--- config.mk ---
export PLATFORM = sky130hd
export DESIGN_NAME = sipo_deserializer
export DESIGN_NICKNAME = d
export VERILOG_FILES = /design/src/rtl/sipo_deserializer.sv
export SDC_FILE = /design/constraint.sdc
export NUM_CORES = 1
export LEC_CHECK = 0
export ABC_CLOCK_PERIOD_IN_PS = 1800
export CAP_MARGIN = 20
export CORE_AREA = 2 2 52 54
export DETAILED_ROUTE_END_ITERATION = 7
export DIE_AREA = 0 0 54 56
export PLACE_DENSITY = 0.75
export SLEW_MARGIN = 10
export SYNTH_ARGS = -nofsm -noshare
export SYNTH_HDL_FRONTEND = slang
export SYNTH_SLANG_ARGS = --single-unit
--- constraint.sdc ---
create_clock -name clk -period 1.8 [get_ports clk]
set_clock_uncertainty 0.15 [all_clocks]
set_input_delay 0.45 -clock clk [delete_from_list [all_inputs] [get_ports clk]]
set_output_delay 0.45 -clock clk [all_outputs]
set_load 0.02 [all_outputs]
--- src/rtl/sipo_deserializer.sv ---
// rtl/sipo_deserializer.sv - serial-in parallel-out word deserializer with valid/ready output
module sipo_deserializer #(
    parameter int WIDTH     = 8,
    parameter int LSB_FIRST = 1
) (
    input  logic             clk,
    input  logic             rst,
    input  logic             sin,
    input  logic             sin_valid,
    input  logic             sof,
    output logic [WIDTH-1:0] dout,
    output logic             dout_valid,
    input  logic             dout_ready,
    output logic             busy,
    output logic             overrun,
    output logic             frame_err
);
    localparam int CW = $clog2(WIDTH);

    localparam logic [0:0] S_IDLE  = 1'b0;
    localparam logic [0:0] S_SHIFT = 1'b1;

    logic [0:0]       state_q, state_d;
    logic [CW-1:0]    cnt_q, cnt_d;
    logic [WIDTH-1:0] shreg_q, shreg_d;
    logic [WIDTH-1:0] dout_q, dout_d;
    logic             dout_valid_q, dout_valid_d;
    logic             overrun_q, overrun_d;
    logic             frame_err_q, frame_err_d;

    logic [CW-1:0]    cap_idx;
    logic [CW-1:0]    pos;
    logic [WIDTH-1:0] word;
    logic             complete;

    always_comb begin
        // A sof bit always starts a fresh word from zero at index 0.
        cap_idx = sof ? '0 : cnt_q;
        pos     = (LSB_FIRST != 0) ? cap_idx : (CW'(WIDTH - 1) - cap_idx);
        word    = sof ? '0 : shreg_q;
        word[pos] = sin;

        state_d      = state_q;
        cnt_d        = cnt_q;
        shreg_d      = shreg_q;
        dout_d       = dout_q;
        dout_valid_d = dout_valid_q;
        overrun_d    = overrun_q;
        frame_err_d  = 1'b0;
        complete     = 1'b0;

        if (dout_valid_q && dout_ready) begin
            dout_valid_d = 1'b0;
        end

        if (sin_valid) begin
            case (state_q)
                S_IDLE: begin
                    if (sof) begin
                        shreg_d = word;
                        cnt_d   = CW'(1);
                        state_d = S_SHIFT;
                    end
                end
                default: begin
                    if (sof) begin
                        frame_err_d = 1'b1;
                        shreg_d     = word;
                        cnt_d       = CW'(1);
                    end else if (cnt_q == CW'(WIDTH - 1)) begin
                        complete = 1'b1;
                        shreg_d  = word;
                        cnt_d    = '0;
                        state_d  = S_IDLE;
                    end else begin
                        shreg_d = word;
                        cnt_d   = cnt_q + CW'(1);
                    end
                end
            endcase
        end

        // Load only if the holding register is empty or draining this cycle.
        if (complete) begin
            if (!dout_valid_q || dout_ready) begin
                dout_d       = word;
                dout_valid_d = 1'b1;
            end else begin
                overrun_d = 1'b1;
            end
        end
    end

    always_ff @(posedge clk or posedge rst) begin
        if (rst) begin
            state_q      <= S_IDLE;
            cnt_q        <= '0;
            shreg_q      <= '0;
            dout_q       <= '0;
            dout_valid_q <= 1'b0;
            overrun_q    <= 1'b0;
            frame_err_q  <= 1'b0;
        end else begin
            state_q      <= state_d;
            cnt_q        <= cnt_d;
            shreg_q      <= shreg_d;
            dout_q       <= dout_d;
            dout_valid_q <= dout_valid_d;
            overrun_q    <= overrun_d;
            frame_err_q  <= frame_err_d;
        end
    end

    assign dout       = dout_q;
    assign dout_valid = dout_valid_q;
    assign busy       = (state_q == S_SHIFT);
    assign overrun    = overrun_q;
    assign frame_err  = frame_err_q;
endmodule

==> reports/results.ini, run 1 <==
[outcome]
outcome=finished, final reports clean

[logic_synthesis]
synth.top_cell.area_share_pct=48.8
syn_avg_cell_area_um2=13.0
synth.area.top_cells=dfrtp_1, mux2_2, mux2_4, a22o_1, buf_6
yosysWarnings=0
synthFlopType=dfrtp_1
synth_cell_types=29
synth_seq_cells=23
yosysSeqAreaShare_pct=48.8
synth_top_cell_by_area=dfrtp_1
synthCells=91
synth_edf_count=0
async_reset_ff_share_pct=100
syn-cell-area_um2=1180
synth_nets=99

[grt]
busiest_layer=met2
use_met3_pct=4.30
grt_pass1_vias=851
groute.layer.met2.usage_pct=26.7
grt_max_degree=24
use_met1_pct=21.1
antenna_found_initial=0
grt_pass1_wl_um=3810
grt_usage_pct=16.9
grt_overflow=0

[clock_tree]
numCtsBuffers=3
clock_sinks=23
clock_path_buffers=2
clk_pin_slew_ps=130
cts_tree=done
htreeDepth=1
cts.hold.buffers_added=0
cts_root_buffer=clkbuf_4
clkLatencyLatePin_ps=310
post-cts-setup-buffers=0

[sta]
tightest_slew_ps=302
layout_setup_ws_ps=78.3
finalCritPeriodShare_pct=95.6
rsz0062_at_grt=false
setup_viol=0
fmax_mhz=581
timing.final.hold_violations=0
whs_ps=308
min_period_ps=1720
relSlewSlack_pct=79.9
slew_viol_final=0

[setup_path]
path_cells=buf_4 > or3_4 > a21oi_2 > mux2_1
cp.required_ps=1860
cp_slowest_cell=dfrtp_1
path_buf_inv=1
end_kind=flip-flop
critPathKind=reg2reg
critPathMaxFanout=11
critPathTopFamily=flip-flops
worstPathArrival_ps=1780
max_stage_delay_ps=410
crit_path_start_kind=flip-flop

[finish]
final-seq-area_um2=577
nets=130
antenna_cells=0
mostFrequentLayoutCell=dfrtp_1
drive_gt1_share_pct=33.1
layout_common_cells=dfrtp_1, buf_4, dlygate4sd2_1
area_growth_pct=24.8
nFillCells=199
fin_util_pct=60.5
multi_input_area_um2=543

[floorplan]
core_area_um2=2430
row_count=18
num_io_pins=18
die_h_um=56
die_x_um=54
start_util_pct=48.5
design.die.area_um2=3020

[worst_hold_path]
hp-class=in2async

[power]
finalPower_w=0.00125
vdd_drop_max_mv=0.611
powerDensity_nw_per_um2=846
p_leak_nw=0.755

[detailed_routing]
routed_wl_um=2210
drc_errors=0
drt-wirelength-per-cell_um=14.6
firstDrtPassIters=4
via_count=835
viasPerCell=5.53
drt.antenna.violating_nets=0
drt_iter0_drc=14

[place]
portBuffers=17
dp_hpwl_um=1610
pre_cts_slack_ps=-279
gp_congestion=0.783

[job]
drv_cap=0

==> sequential cells by signal, indices dropped and copies added (netlist names) <==
register,count
dout,8
frame_err,1
dout_valid,1
overrun,1
shreg_q,8
busy,1
cnt_q,3
==> tightest hold or removal path, delay by kind of cell <==
kind	cells	cell delay, ps
buffers and inverters	3	720
==> synthesized netlist by cell type (2+ instances only) <==
cell       count
nor2_1         2
inv_1          4
dfrtp_1       23
a22o_1         8
ha_1           2
mux2_4         6
o21ai_0        4
nand3b_1       2
buf_4          2
nand2_1        5
buf_6          3
mux2_2         8
nor3b_1        4
nand3_1        2
o2bb2ai_1      2
==> layer usage <==
| metal | routed length (um) | share of wire, % |
|---|---|---|
| met1 | 973 | 44 |
| met2 | 1110 | 50 |
| met3 | 81 | 3.7 |
| met4 | 44 | 2.0 |
| met5 | 0 | 0 |
==> path summary, 6_finish.rpt <==
path,from,slack (ps),endpoint,depth (start not counted)
setup reg to reg,cnt_q[0]$_DFFE_PP0P_,80,shreg_q[0]$_DFFE_PP0P_,4
hold reg to reg,overrun$_DFFE_PP0P_,350,overrun$_DFFE_PP0P_,1
max in group asynchronous,rst,950,cnt_q[2]$_DFFE_PP0P_,3
hold / removal,rst,310,frame_err$_DFF_PP0_,3
setup / recovery,cnt_q[0]$_DFFE_PP0P_,80,shreg_q[0]$_DFFE_PP0P_,4
min in group clk,overrun$_DFFE_PP0P_,350,overrun$_DFFE_PP0P_,1
==> power by group <==
part | internal [W] | switching, W | leakage [nW]
combinational | 0.000194 | 0.000191 | 0.432
clock | 0.0000830 | 0.000161 | 0.0177
sequential | 0.000577 | 0.0000394 | 0.305
total | 0.000855 | 0.000392 | 0.755
==> logic make-up (layout without fill, tap and decap cells) <==
family                     after synthesis  in the layout  share of synthesized area [%]
AOI/OAI and AO/OA                       19             19                           12.7
adders and majority gates                2              2                           2.12
buffers and inverters                    9             39                           5.41
DFF                                     23             23                           48.8
muxes                                   15             15                           16.2
and+or+nand+nor                         23             23                           14.7
==> cell type report <==
cell class / count / area share, %
Tap cell: 30 / 2.55
Inverter: 4 / 1.02
Clock buffer: 3 / 1.53
Timing Repair Buffer: 31 / 18.5
Sequential cell: 23 / 39.2
Multi-Input combinational cell: 59 / 36.9
Clock inverter: 1 / 0.340
==> through the flow <==
step	std cells	setup TNS (ps)	area, um^2
after global routing	151	0	1470
after CTS	151	0	1470
after global placement	147	-2620	1460
after floorplan	91	0	1180
final	151	0	1470
after detailed placement	147	-3160	1460
==> repair_timing <==
action | in CTS | in global routing
resized for setup | 12 | 2
endpoints found under the setup margin | 12 | 2
hold endpoints to repair | 0 | 0
Power figures use the tool's default switching activity.
==> inputs of run 2 (changes only) <==
- CORE_AREA: 2 2 52 54 -> 2 2 51 53
- DIE_AREA: 0 0 54 56 -> 0 0 53 55
- PLACE_DENSITY: 0.75 -> 0.78
==> reports/results.ini, run 2 (synthesis results as in run 1) <==
[detailed_routing]
via_count=784  ; was 835
routed_wl_um=2160  ; was 2210 um
drt_iter0_drc=8  ; was 14
firstDrtPassIters=2  ; was 4
viasPerCell=5.19  ; was 5.53
drt.antenna.violating_nets=0  ; unchanged
drc_errors=0  ; unchanged
drt-wirelength-per-cell_um=14.3  ; was 14.6 um

[sta]
rsz0062_at_grt=false  ; unchanged
min_period_ps=1700  ; was 1720 ps
whs_ps=307  ; was 308 ps
fmax_mhz=587  ; was 581 MHz
layout_setup_ws_ps=97.0  ; was 78.3 ps
setup_viol=0  ; unchanged
finalCritPeriodShare_pct=94.6  ; was 95.6%
slew_viol_final=0  ; unchanged
tightest_slew_ps=292  ; was 302 ps
timing.final.hold_violations=0  ; unchanged
relSlewSlack_pct=80.5  ; was 79.9%

[grt]
grt_max_degree=24  ; unchanged
use_met3_pct=3.23  ; was 4.30%
grt_pass1_wl_um=3580  ; was 3810 um
busiest_layer=met2  ; unchanged
grt_pass1_vias=781  ; was 851
groute.layer.met2.usage_pct=26.7  ; about the same
grt_usage_pct=17.7  ; was 16.9%
use_met1_pct=24.7  ; was 21.1%
grt_overflow=0  ; unchanged
antenna_found_initial=0  ; unchanged

[setup_path]
critPathKind=reg2reg  ; unchanged
r2r_end=dout[2]$_DFFE_PP0P_  ; was shreg_q[0]$_DFFE_PP0P_
reg2reg_slack_ps=100  ; was 80 ps
crit_path_start_kind=flip-flop  ; unchanged
worstPathArrival_ps=1760  ; was 1780 ps
critPathMaxFanout=10  ; was 11
cp.required_ps=1860  ; about the same
end_kind=flip-flop  ; unchanged
reg2reg_from=cnt_q[2]$_DFFE_PP0P_  ; was cnt_q[0]$_DFFE_PP0P_
worstRegToRegCells=4  ; unchanged

[clock_tree]
cts_root_buffer=clkbuf_4  ; unchanged
clock_sinks=23  ; unchanged
numCtsBuffers=3  ; unchanged
clkLatencyLatePin_ps=310  ; about the same
cts.hold.buffers_added=0  ; unchanged
clock_path_buffers=2  ; unchanged
htreeDepth=1  ; unchanged
cts_tree=done  ; unchanged
clk_pin_slew_ps=130  ; about the same

[floorplan]
core_area_um2=2360  ; was 2430 um^2
die_x_um=53  ; was 54 um
start_util_pct=49.9  ; was 48.5%
num_io_pins=18  ; unchanged
die_h_um=55  ; was 56 um
design.die.area_um2=2920  ; was 3020 um^2
row_count=18  ; unchanged

[finish]
final-seq-area_um2=576  ; was 577 um^2
drive_gt1_share_pct=33.9  ; was 33.1%
area_growth_pct=26.3  ; was 24.8%
stdcell_area_um2=1490  ; was 1470 um^2
antenna_cells=0  ; unchanged
nFillCells=199  ; unchanged
nets=130  ; unchanged
mostFrequentLayoutCell=dfrtp_1  ; unchanged
layout_common_cells=dfrtp_1, buf_4, dlygate4sd2_1  ; unchanged
multi_input_area_um2=563  ; was 543 um^2

[place]
dp_hpwl_um=1540  ; was 1610 um
pre_cts_slack_ps=-243  ; was -279 ps
place_area_um2=1440  ; was 1460 um^2
portBuffers=17  ; unchanged
gp_congestion=0.753  ; was 0.783

[power]
vdd_drop_max_mv=0.707  ; was 0.611 mV
finalPower_w=0.00125  ; about the same
p_leak_nw=0.751  ; was 0.755 nW
powerDensity_nw_per_um2=841  ; was 846 nW/um^2

[job]
drv_cap=0  ; unchanged

[worst_hold_path]
hp-class=in2async  ; unchanged

[outcome]
outcome=finished, final reports clean  ; unchanged

run 2: worst max-delay path: stages, from the launching register on:
cell and delay, ps:
dfrtp_1 440, buf_4 190, nor3b_1 200, mux2_2 370
mux2_2 260
run 2: worst max-delay path by stage:
stage | slack [ps] | startpoint | end
floorplan | 90 | cnt_q[0]$_DFFE_PP0P_ | dout[2]$_DFFE_PP0P_
global placement | -230 | sin_valid | dout[6]$_DFFE_PP0P_
detailed placement | -240 | sin_valid | shreg_q[7]$_DFFE_PP0P_
finish | 100 | cnt_q[2]$_DFFE_PP0P_ | dout[2]$_DFFE_PP0P_
CTS | 30 | cnt_q[0]$_DFFE_PP0P_ | dout[2]$_DFFE_PP0P_
global route | 4 | cnt_q[2]$_DFFE_PP0P_ | dout[2]$_DFFE_PP0P_
run 2: layout make-up:
class	count	share of cell area, %
multi-input combinational	59	37.8
tap	30	2.52
inverter	4	1.01
clock buffer	4	1.76
sequential	23	38.6
timing repair buffer	31	18.3
run 2: metal layers:
metal | wire length (um) | share of wire, %
met1 | 1070 | 49
met2 | 980 | 45
met3 | 71 | 3.3
met4 | 42 | 1.9
met5 | 0 | 0
run 2: power by group:
part,total [W],internal [W],switching (W)
logic,0.000401,0.000201,0.000200
registers,0.000611,0.000576,0.0000354
clock network,0.000240,0.0000867,0.000154
total,0.00125,0.000864,0.000389
run 2: timing repair:
| item | in CTS | in global routing |
|---|---|---|
| resized for setup | 12 | 5 |
| setup buffers | 1 | 0 |
| setup endpoints to repair | 14 | 8 |
| pin swaps | 1 | 1 |
run 2: per-stage QoR:
step / setup TNS, ps / utilization [%] / std cells
finish: 0 / 63.0 / 151
global placement: -2970 / 60.7 / 146
global route: 0 / 63.0 / 151
CTS: 0 / 62.1 / 151
detailed placement: -3430 / 60.7 / 146
floorplan: 0 / - / 91
==> inputs of run 3 (changes only) <==
- ABC_CLOCK_PERIOD_IN_PS: 1800 -> 1700
- SLEW_MARGIN: 10 -> 20
- clock period: 1.8 -> 1.7 ns (I/O delays scaled with it)
==> reports/results.ini, run 3 (synthesis results as in run 1) <==
[floorplan]
start_util_pct=49.9  ; unchanged
design.die.area_um2=2920  ; unchanged
num_io_pins=18  ; unchanged
row_count=18  ; unchanged
die_h_um=55  ; unchanged
die_x_um=53  ; unchanged
core_area_um2=2360  ; unchanged

[power]
vdd_drop_max_mv=0.813  ; was 0.707 mV
powerDensity_nw_per_um2=889  ; was 841 nW/um^2
p_leak_nw=0.793  ; was 0.751 nW

[setup_path]
critPathKind=reg2reg  ; unchanged
worstRegToRegCells=6  ; was 4
crit_path_start_kind=flip-flop  ; unchanged
critPathMaxFanout=8  ; was 10
end_kind=flip-flop  ; unchanged
reg2reg_slack_ps=30  ; was 100 ps
max_stage_delay_ps=390  ; was 440 ps
path_buf_inv=1  ; unchanged
r2r_end=dout[4]$_DFFE_PP0P_  ; was dout[2]$_DFFE_PP0P_
worstPathArrival_ps=1720  ; was 1760 ps
cp.required_ps=1750  ; was 1860 ps
path_cells=ha_2 > ha_4 > nand4b_4 > nor2_4 > buf_12 > mux2_4  ; was buf_4 > nor3b_1 > mux2_2 > mux2_2
cp_slowest_cell=dfrtp_1  ; unchanged
critPathTopFamily=flip-flops  ; was multiplexers
reg2reg_from=cnt_q[1]$_DFFE_PP0P_  ; was cnt_q[2]$_DFFE_PP0P_

[grt]
grt_max_degree=24  ; unchanged
antenna_found_initial=0  ; unchanged
grt_pass1_wl_um=3790  ; was 3580 um
grt_overflow=0  ; unchanged
grt_usage_pct=18.0  ; was 17.7%
grt_pass1_vias=819  ; was 781

[place]
gp_congestion=0.789  ; was 0.753
dp_hpwl_um=1580  ; was 1540 um
portBuffers=17  ; unchanged

[clock_tree]
clkLatencyLatePin_ps=310  ; about the same
htreeDepth=1  ; unchanged
cts_root_buffer=clkbuf_4  ; unchanged
cts_tree=done  ; unchanged
clk_pin_slew_ps=140  ; was 130 ps
clock_sinks=23  ; unchanged
numCtsBuffers=3  ; unchanged
clock_path_buffers=2  ; unchanged

[finish]
antenna_cells=0  ; unchanged
layout_common_cells=dfrtp_1, buf_4, mux2_4, dlygate4sd2_1, a22o_1  ; was dfrtp_1, buf_4, dlygate4sd2_1
drive_gt1_share_pct=40.0  ; was 33.9%
nets=134  ; was 130
fin_util_pct=66.5  ; was 63.0%
mostFrequentLayoutCell=dfrtp_1  ; unchanged
nFillCells=195  ; was 199
area_growth_pct=33.3  ; was 26.3%

[sta]
setup_viol=0  ; unchanged
tightest_slew_ps=317  ; was 292 ps
relSlewSlack_pct=78.9  ; was 80.5%
rsz0062_at_grt=true  ; was false
final.setup.tns_ps=0  ; unchanged
finalCritPeriodShare_pct=98.3  ; was 94.6%
timing.final.hold_violations=0  ; unchanged
min_period_ps=1670  ; was 1700 ps
fmax_mhz=598  ; was 587 MHz
slew_viol_final=0  ; unchanged
whs_ps=284  ; was 307 ps

[detailed_routing]
drt_iter0_drc=4  ; was 8
drc_errors=0  ; unchanged
via_count=808  ; was 784
routed_wl_um=2280  ; was 2160 um
viasPerCell=5.21  ; was 5.19
firstDrtPassIters=3  ; was 2
drt-wirelength-per-cell_um=14.7  ; was 14.3 um
drt.antenna.violating_nets=0  ; unchanged

[outcome]
outcome=finished, final reports clean  ; unchanged

[worst_hold_path]
hp-class=in2async  ; unchanged

[job]
drv_cap=0  ; unchanged

-- run 3: timing repair --
action                                  4_1_cts  5_1_grt
resized for setup                            14       14
hold buffers                                  0        0
endpoints found under the setup margin       26        9
buffers inserted                              1        2
pin swaps                                     1        2
-- run 3: per-layer routing --
layer  GRT usage [%]  up-vias  routed length, um  share of wire, %
met5               0        -                  0                 0
met4            3.85        0                 15              0.66
met3            3.76        2                 84               3.7
met2            28.5       15               1020                45
met1            25.7      392               1160                51
li1                -      399                  -                 -
-- run 3: worst max-delay path by stage --
stage / from / endpoint / slack (ps) / cells after the start
floorplan: cnt_q[0]$_DFFE_PP0P_ / dout[2]$_DFFE_PP0P_ / 10 / 5
global placement: sin_valid / dout[6]$_DFFE_PP0P_ / -310 / 4
detailed placement: sin_valid / shreg_q[2]$_DFFE_PP0P_ / -360 / 5
CTS: cnt_q[0]$_DFFE_PP0P_ / shreg_q[0]$_DFFE_PP0P_ / 7 / 4
global route: cnt_q[1]$_DFFE_PP0P_ / dout[4]$_DFFE_PP0P_ / -30 / 6
finish: cnt_q[1]$_DFFE_PP0P_ / dout[4]$_DFFE_PP0P_ / 30 / 6
-- run 3: tightest hold or removal path: cells and delay by family --
family | cells | cell delay (ps)
buf+inv | 3 | 740
-- run 3: cell type report --
| type | count | area, um^2 | area share, % |
|---|---|---|---|
| clock buffer | 3 | 22.5 | 1.43 |
| inverter | 4 | 15.0 | 0.955 |
| multi-input combinational | 59 | 601 | 38.2 |
| timing repair buffer | 35 | 315 | 20.0 |
| sequential | 23 | 577 | 36.7 |
| clock inverter | 1 | 5.00 | 0.318 |
| tap | 30 | 37.5 | 2.39 |
-- run 3: power by group --
part           switching (W)  internal [W]
sequential         0.0000429      0.000611
combinational       0.000229      0.000261
clock               0.000166     0.0000878
-- run 3: through the flow --
| stage | cells | total power [W] | worst slack, ps | area (um^2) |
|---|---|---|---|---|
| finish | 155 | 0.00140 | 28.4 | 1570 |
| global route | 155 | 0.00148 | -30.0 | 1570 |
| CTS | 153 | 0.00136 | 6.61 | 1500 |
| global placement | 148 | 0.00110 | -314 | 1460 |
| detailed placement | 148 | 0.00112 | -363 | 1460 |
| floorplan | 91 | 0.000968 | 12.3 | 1190 |
